===== src/rtl/conv3d_window_sched.sv =====
// conv3d_window_sched: address/flag sequencer for one 3D convolution pass.
// Walks a KSZ x KSZ x CH window over a CH x IMG_H x IMG_W map with a latched
// runtime stride, issuing one input-buffer and one weight-buffer address per
// beat, framed with first/last flags and throttled by mac_ready.
// Ports:
//   clk, rst          clock, synchronous active-high reset
//   start, stride     pass request (sampled in IDLE) and window step (0 -> 1)
//   mac_ready         MAC accepts the current beat
//   mac_valid/first/last, in_addr, w_addr   beat to the MAC
//   out_row, out_col  top-left corner of the current window
//   busy, done        pass in progress / one-cycle completion pulse
module conv3d_window_sched #(
  parameter int unsigned IMG_W  = 8,
  parameter int unsigned IMG_H  = 8,
  parameter int unsigned KSZ    = 3,
  parameter int unsigned CH     = 3,
  parameter int unsigned ADDR_W = 9,
  parameter int unsigned WA_W   = 5
) (
  input  logic              clk,
  input  logic              rst,
  input  logic              start,
  input  logic [1:0]        stride,
  input  logic              mac_ready,
  output logic              mac_valid,
  output logic              mac_first,
  output logic              mac_last,
  output logic [ADDR_W-1:0] in_addr,
  output logic [WA_W-1:0]   w_addr,
  output logic [3:0]        out_row,
  output logic [3:0]        out_col,
  output logic              busy,
  output logic              done
);

  localparam int unsigned KX_W   = (KSZ > 1) ? $clog2(KSZ) : 1;
  localparam int unsigned CH_W   = (CH > 1) ? $clog2(CH) : 1;
  localparam int unsigned POS_W  = 6;
  localparam int unsigned SUM_W  = $clog2(CH * IMG_H * IMG_W + 1) + 1;
  localparam int unsigned WSUM_W = $clog2(CH * KSZ * KSZ + 1) + 1;

  typedef enum logic [1:0] {IDLE, RUN, FIN} state_t;

  state_t            state_q;
  logic [KX_W-1:0]   kx_q, kx_d, ky_q, ky_d;
  logic [CH_W-1:0]   ch_q, ch_d;
  logic [3:0]        col_q, col_d, row_q, row_d;
  logic [1:0]        stride_q;

  logic              kx_last_c, ky_last_c, ch_last_c, col_fits_c, row_fits_c;
  logic              pass_end_c, first_c, last_c;
  logic [SUM_W-1:0]  in_sum_c;
  logic [WSUM_W-1:0] w_sum_c;

  // Position of the current beat within its window and of the next window.
  always_comb begin
    kx_last_c  = (kx_q == KX_W'(KSZ - 1));
    ky_last_c  = (ky_q == KX_W'(KSZ - 1));
    ch_last_c  = (ch_q == CH_W'(CH - 1));
    col_fits_c = (POS_W'(col_q) + POS_W'(stride_q) + POS_W'(KSZ)) <= POS_W'(IMG_W);
    row_fits_c = (POS_W'(row_q) + POS_W'(stride_q) + POS_W'(KSZ)) <= POS_W'(IMG_H);
    pass_end_c = kx_last_c && ky_last_c && ch_last_c && !col_fits_c && !row_fits_c;
  end

  // Next counters: cleared in IDLE, advanced by one beat in RUN (committed only on accept).
  always_comb begin
    kx_d  = kx_q;
    ky_d  = ky_q;
    ch_d  = ch_q;
    col_d = col_q;
    row_d = row_q;
    if (state_q == IDLE) begin
      kx_d  = '0;
      ky_d  = '0;
      ch_d  = '0;
      col_d = '0;
      row_d = '0;
    end else if (state_q == RUN) begin
      if (!kx_last_c) begin
        kx_d = kx_q + KX_W'(1);
      end else begin
        kx_d = '0;
        if (!ky_last_c) begin
          ky_d = ky_q + KX_W'(1);
        end else begin
          ky_d = '0;
          if (!ch_last_c) begin
            ch_d = ch_q + CH_W'(1);
          end else begin
            ch_d = '0;
            if (col_fits_c) begin
              col_d = col_q + 4'(stride_q);
            end else begin
              col_d = '0;
              row_d = row_q + 4'(stride_q);
            end
          end
        end
      end
    end
  end

  // Addresses and flags for the beat the counters are about to hold.
  always_comb begin
    in_sum_c = SUM_W'(ch_d) * SUM_W'(IMG_H * IMG_W)
             + (SUM_W'(row_d) + SUM_W'(ky_d)) * SUM_W'(IMG_W)
             + SUM_W'(col_d) + SUM_W'(kx_d);
    w_sum_c  = WSUM_W'(ch_d) * WSUM_W'(KSZ * KSZ)
             + WSUM_W'(ky_d) * WSUM_W'(KSZ) + WSUM_W'(kx_d);
    first_c  = (kx_d == '0) && (ky_d == '0) && (ch_d == '0);
    last_c   = (kx_d == KX_W'(KSZ - 1)) && (ky_d == KX_W'(KSZ - 1)) && (ch_d == CH_W'(CH - 1));
  end

  // Control FSM, counters and registered outputs.
  always_ff @(posedge clk) begin
    if (rst) begin
      state_q   <= IDLE;
      kx_q      <= '0;
      ky_q      <= '0;
      ch_q      <= '0;
      col_q     <= '0;
      row_q     <= '0;
      stride_q  <= '0;
      mac_valid <= 1'b0;
      mac_first <= 1'b0;
      mac_last  <= 1'b0;
      in_addr   <= '0;
      w_addr    <= '0;
      out_row   <= '0;
      out_col   <= '0;
      busy      <= 1'b0;
      done      <= 1'b0;
    end else begin
      case (state_q)
        IDLE: begin
          if (start) begin
            state_q  <= RUN;
            stride_q <= (stride == 2'd0) ? 2'd1 : stride;
            kx_q     <= kx_d;
            ky_q     <= ky_d;
            ch_q     <= ch_d;
            col_q    <= col_d;
            row_q    <= row_d;
            mac_valid <= 1'b1;
            mac_first <= first_c;
            mac_last  <= last_c;
            in_addr   <= ADDR_W'(in_sum_c);
            w_addr    <= WA_W'(w_sum_c);
            out_row   <= row_d;
            out_col   <= col_d;
            busy      <= 1'b1;
          end
        end
        RUN: begin
          if (mac_ready) begin
            if (pass_end_c) begin
              state_q   <= FIN;
              mac_valid <= 1'b0;
              mac_first <= 1'b0;
              mac_last  <= 1'b0;
              busy      <= 1'b0;
              done      <= 1'b1;
            end else begin
              kx_q      <= kx_d;
              ky_q      <= ky_d;
              ch_q      <= ch_d;
              col_q     <= col_d;
              row_q     <= row_d;
              mac_first <= first_c;
              mac_last  <= last_c;
              in_addr   <= ADDR_W'(in_sum_c);
              w_addr    <= WA_W'(w_sum_c);
              out_row   <= row_d;
              out_col   <= col_d;
            end
          end
        end
        FIN: begin
          state_q <= IDLE;
          done    <= 1'b0;
        end
        default: state_q <= IDLE;
      endcase
    end
  end

endmodule


===== config.mk =====
export PLATFORM = sky130hd
export DESIGN_NAME = conv3d_window_sched
export DESIGN_NICKNAME = d
export VERILOG_FILES = /design/src/rtl/conv3d_window_sched.sv
export SDC_FILE = /design/constraint.sdc
export NUM_CORES = 1
export LEC_CHECK = 0
export BUFFER_PORTS_ARGS = -buffer_cell sky130_fd_sc_hd__buf_2
export CAP_MARGIN = 10
export CORE_UTILIZATION = 59
export CTS_CLUSTER_DIAMETER = 200
export CTS_CLUSTER_SIZE = 24
export DETAILED_ROUTE_END_ITERATION = 12
export PLACE_DENSITY = 0.86
export SYNTH_ARGS = -nofsm -noshare
export SYNTH_HDL_FRONTEND = slang
export SYNTH_SLANG_ARGS = --single-unit
export TNS_END_PERCENT = 50

===== constraint.sdc =====
create_clock -name clk -period 4.9 [get_ports clk]
set_input_delay 0.49 -clock clk [delete_from_list [all_inputs] [get_ports clk]]
set_output_delay 0.49 -clock clk [all_outputs]
set_load 0.005 [all_outputs]

# Word-level counts from Yosys, hierarchy flattened
# Index checks and enable logic that the tools add are counted.
word_totals:
  inputBits: 6
  reg_bits: 36
op_classes:
  add_sub_neg: 15
  n_mux: 72
  magnitude_cmp: 2
  n_reduce_logical: 23
  n_mul: 2
  eq_ne: 12
ops:
  columns: ["operator", "n"]
  rows:
  - ["$mux 4", 18]
  - ["$mux 2", 25]
  - ["$mux 9", 3]
  - ["$pmux 9 s2", 1]
  - ["$pmux 2 s2", 4]
  - ["$pmux 4 s2", 2]
  - ["$add 4x2->5", 3]
  - ["$mux 5", 3]
  - ["$eq 2x2->1 const B", 7]
  - ["$add 5x2->6 const B", 2]
  - ["$le 6x4->1 const B", 2]
  - ["$mux 1", 11]
  - ["$logic_not 2->1", 5]
  - ["$pmux 5 s2", 1]
  - ["$add 8x8->9", 1]
  - ["$add 9x2->9", 1]
  - ["$add 9x4->9", 1]
  - ["$reduce_and 3->1", 3]
  - ["$add 4x2->4", 2]
  - ["$logic_and 1x1->1", 8]
  - ["$ne 2x2->1 const B", 4]
  - ["$pmux 1 s2", 4]
  - ["$reduce_and 4->1", 2]
  - ["$add 2x1->2 const B", 3]
  - ["8 further kinds", 10]

# Longest topological paths before layout
depth:
  word_depth: 16
  depth_mapped: 21
  ltp_nobuf: 21

# Worst setup path after synthesis
# OpenSTA, ideal clock, no wires.
synth_timing:
  path_kind: "reg2reg"
  startpoint: "reg col_q[1]"
  endpoint: "reg in_addr[7]"
  slack_ns: 0.770
  setup_ns: 0.122
  n_path_buf: 0
  t_required_ns: 4.778
  path_stages_with_launch: 22
  period_less_slack_ns: 4.130
  arrival_ns: 4.008
  cell_sequence: "dfxtp_1 inv_1 ha_1 inv_1 ha_1 inv_1 fa_1 nand3b_1 a22oi_1 nor2_1 nor2_1 a21oi_1 nor2_1 ha_1 a21oi_1 a21oi_1 xor2_1 nor2_1 ha_1 inv_1 o311a_1 a311o_1"
synth_between:
  elab_chain_len: 16
  word_cells_on_any_way: 29
  classes_between: "add/sub: 7; order compare: 1; eq/ne: 1; mux: 16; reduce/logical: 4"
synth_lines:
  columns: ["item", "line_no", "source"]
  rows:
  - ["start: declaration", "47", "logic [3:0] col_q, col_d, row_q, row_d;"]
  - ["start signal: assignment", "142", "col_q <= col_d;"]
  - ["start signal: assignment", "167", "col_q <= col_d;"]
  - ["$add 4x2->5 *", "60", "col_fits_c = (POS_W'(col_q) + POS_W'(stride_q) + POS_W'(KSZ)) <= POS_W'(IMG_W);"]
  - ["$add 5x2->6 *", "60", null]
  - ["$le 6x4->1 *", "60", null]
  - ["$mux 4 *", "91", "if (col_fits_c) begin"]
  - ["$mux 4 *", "87", "if (!ch_last_c) begin"]
  - ["$mux 4 *", "83", "if (!ky_last_c) begin"]
  - ["$mux 4 *", "79", "if (!kx_last_c) begin"]
  - ["$mux 4 *", "78", "end else if (state_q == RUN) begin"]
  - ["$mux 4 *", "72", "if (state_q == IDLE) begin"]
  - ["via row_d[1]", "47", null]
  - ["$add 4x2->5 *", "106", "+ (SUM_W'(row_d) + SUM_W'(ky_d)) * SUM_W'(IMG_W)"]
  - ["$add 8x8->9 *", "106", null]
  - ["$add 9x4->9 *", "107", "+ SUM_W'(col_d) + SUM_W'(kx_d);"]
  - ["$add 9x2->9 *", "107", null]
  - ["$mux 9", "156", "if (pass_end_c) begin"]
  - ["$mux 9", "155", "if (mac_ready) begin"]
  - ["$pmux 9 s2 *", "134", "case (state_q)"]
  - ["end signal: assignment", "147", "in_addr <= ADDR_W'(in_sum_c);"]
  - ["end signal: assignment", "171", "in_addr <= ADDR_W'(in_sum_c);"]
  - ["end: declaration", "28", "output logic [ADDR_W-1:0] in_addr,"]
# Mark *: on every way through the listed nets, which the timed path passes. The rest lies on a longest branch. The select of a mux whose other input is x is not followed.
# A chain may end at the register's enable or synchronous reset.

# Worst setup path after layout
# Same ends and word-level chain as after synthesis.

==> impl_metrics.csv <==
group,metric,value,unit
pwr,netSwitchingFraction,29.0,%
routing,num_vias,2437,
critical_path,crit_chain,"inv_1 > ha_1 > inv_1 > ha_1 > inv_1 > fa_1 > xnor2_1 > a22oi_1 > nor2_1 > a21oi_1 > nor2_1 > ha_1 > fa_1 > inv_1 > a2111oi_0 > ha_1 > nor2b_1 > o311a_1 > a311o_1",
floorplanning,start_util,62.2,%
clock_network,cts-root-buf,"clkbuf_8",
routing,postRouteAntennaNets,0,
pwr,p_seq_share,51.0,%
floorplanning,core,4380,um2
floorplanning,dieArea,4890,um2
sta,tns,0,ns
synthesis,synth_async_sr_flop_share,0,%
finish,most-common-layout-cells,"a21oi_1, nand2_1, dfxtp_1, buf_2, inv_1",
critical_path,worstPathMaxFanout,9,
global_routing,antenna_found_initial,0,
pwr,ir_drop,123,uV
synthesis,synth_edf_count,0,
placed_design,place_hpwl,4620,um
clock_network,cts_tree,"yes",
critical_path,endpoint_kind,"register",
pwr,p_int,437,uW
finish,drive_above_1_share,15.5,%
placed_design,gp_congestion,0.901,
placed_design,placed_cells,400,
placed_design,io_buffers,32,
critical_path,worstPathArrival,4.73,ns
floorplanning,core.rowCount,24,
floorplanning,fp.dieH,70.0,um
critical_path,cp_slowest_cell,"a2111oi_0",
worst_hold_path,hp-class,"register to register",
floorplanning,boundaryPins,33,
synthesis,ys_ff_latch,36,
sta,slew_headroom,36.4,%
clock_network,clk_latency,0.29,ns
clock_network,cts_buffer_depth,2,
global_routing,grt-ovfl-total,0,
pwr,power_frac_comb,16.3,%
pwr,cellLeakagePower,1.22,nW
global_routing,grt_pass1_wl,10400,um
critical_path,required,5.07,ns
sta,timing.final.hold_violations,0,
sta,skew,0.00940,ns
finish,num_antenna_cells,0,
global_routing,grt_pass1_vias,2225,
routing,postRouteWirelength,6220,um
clock_network,h-tree-depth,2,
clock_network,cts-hold-fix-buffers,0,
synthesis,synth.distinct_cells,57,
finish,syn2layout_area_growth,9.46,%
global_routing,grt_usage,26.6,%
status,status,"completed",
synthesis,synth_flop_cell,"dfxtp_1",
critical_path,crit_buf_inv,4,
routing,drt-initial-drc-count,162,
finish,final_core_util,68.0,%
pwr,p_total,616,uW
sta,rsz0062_at_grt,"false",
critical_path,critPathKind,"register to register",
global_routing,grt_max_degree,42,
job,cap_violations,0,
routing,post_drt_wl_per_cell,15.3,um
clock_network,path_clk_slew,0.08,ns
synthesis,seq_area_frac_synth,26.4,%
pwr,p_sw,179,uW
finish,finalNonFillerCells,407,
clock_network,cts-resized-gates,0,
sta,tightest_slew,0.952,ns
critical_path,worstSetupStartpointType,"register",
finish,final_common_cell,"a21oi_1",
synthesis,netlist_area,2730,um2
routing,drc_errors,0,
floorplanning,die_w,70.0,um
synthesis,syn-num-nets,369,
critical_path,critPathTopFamily,"adder cells",
routing,first_pass_iters,4,
sta,period_minus_slack,4.56,ns
placed_design,dpl-instance-area,2910,um2
synthesis,synth_warnings,0,
pwr,powerDensity,207,nW/um2
routing,avgViaCountPerCell,5.99,
finish,final_nets,395,
clock_network,numCtsBuffers,5,
clock_network,clock-sinks,36,
synthesis,synthCells,329,
synthesis,avgSynthCellArea,8.28,um2
finish,post-route-cell-area,2980,um2
sta,fmax,219,MHz
sta,finalSetupViolCount,0,
sta,drv_slew,0,
sta,period_share,93.0,%
critical_path,max_stage_delay,0.46,ns
pwr,clkPwrFrac,32.8,%
clock_network,post_cts_buffers,0,
[per-stage QoR]
stage          hold slack [ns]  setup WS [ns]
3_5_place_dp             0.445          0.371
6_report                 0.454          0.343
3_3_place_gp             0.438          0.628
2_1_floorplan            0.448          0.770
5_1_grt                  0.487         0.0220
4_1_cts                  0.455          0.373
[logic make-up (layout without fill, tap and decap cells)]
family | after synthesis | after routing | synth area share (%)
buf+inv | 41 | 67 | 6.01
compound gates | 83 | 83 | 19.9
simple gates | 121 | 121 | 24.6
xor+xnor | 11 | 11 | 3.54
mux | 3 | 3 | 1.19
flops | 36 | 36 | 26.4
fa+ha+maj | 34 | 34 | 18.4
[routing by layer]
layer / track usage [%] / share of wire, % / vias to the layer above
met5: 0 / 0 / -
met4: 10.4 / 2.2 / 0
met3: 5.05 / 5.5 / 15
met2: 44.0 / 47 / 73
met1: 34.2 / 45 / 1121
li1: - / - / 1228
[tightest hold or removal path, stage by stage, from the launching register on]
cell and delay (ns):
dfxtp_1 0.31, nand2_1 0.05, a21oi_1 0.05
[synthesized netlist by cell type (4+ instances only)]
cell type	count	area, um2
nand3b_1	4	30.0
fa_1	10	200
xnor2_1	9	78.8
buf_2	5	25.0
nand3_1	8	40.0
a211oi_1	6	45.0
dfxtp_1	36	721
nor3b_1	4	30.0
nor4_1	4	25.0
nor2_1	25	93.8
nand2_1	36	135
a21oi_1	39	195
o21ai_0	11	55.1
clkbuf_1	9	33.8
nand4_1	4	25.0
nor3_1	10	50.1
inv_1	25	93.8
ha_1	24	300
[final timing paths]
kind            start    endpoint  slack (ns)  cells after the start
max          col_q[1]  in_addr[7]        0.34                     19
min          mac_last    mac_last        0.45                      2
max reg2reg  col_q[1]  in_addr[7]        0.34                     19
min reg2reg  mac_last    mac_last        0.45                      2
[power by group through the flow]
| stage | Clock (mW) | Combinational [mW] | Sequential (mW) |
|---|---|---|---|
| global placement | 0 | 0.0950 | 0.320 |
| global route | 0.218 | 0.113 | 0.315 |
| floorplan | 0 | 0.0727 | 0.319 |
| detailed placement | 0 | 0.0996 | 0.321 |
| CTS | 0.206 | 0.0999 | 0.314 |
| finish | 0.202 | 0.100 | 0.314 |
[state kept, by name (all words and copies together), names as in the netlist]
| signal | cells |
|---|---|
| in_addr | 9 |
| w_addr | 5 |
| col_q | 4 |
| row_q | 4 |
| ch_q | 2 |
| kx_q | 2 |
| ky_q | 2 |
| state_q | 2 |
| stride_q | 2 |
| busy | 1 |
| done | 1 |
| mac_first | 1 |
| mac_last | 1 |
[final cells by class]
class	instances	area [um2]
clock buffer	6	72.6
fill	369	1400
tap	52	65.1
timing repair buffer	35	183
inverter	25	93.8
sequential	36	721
clock inverter	1	5.00
multi-input combinational	252	1840
(Power assumes the default switching activity.)
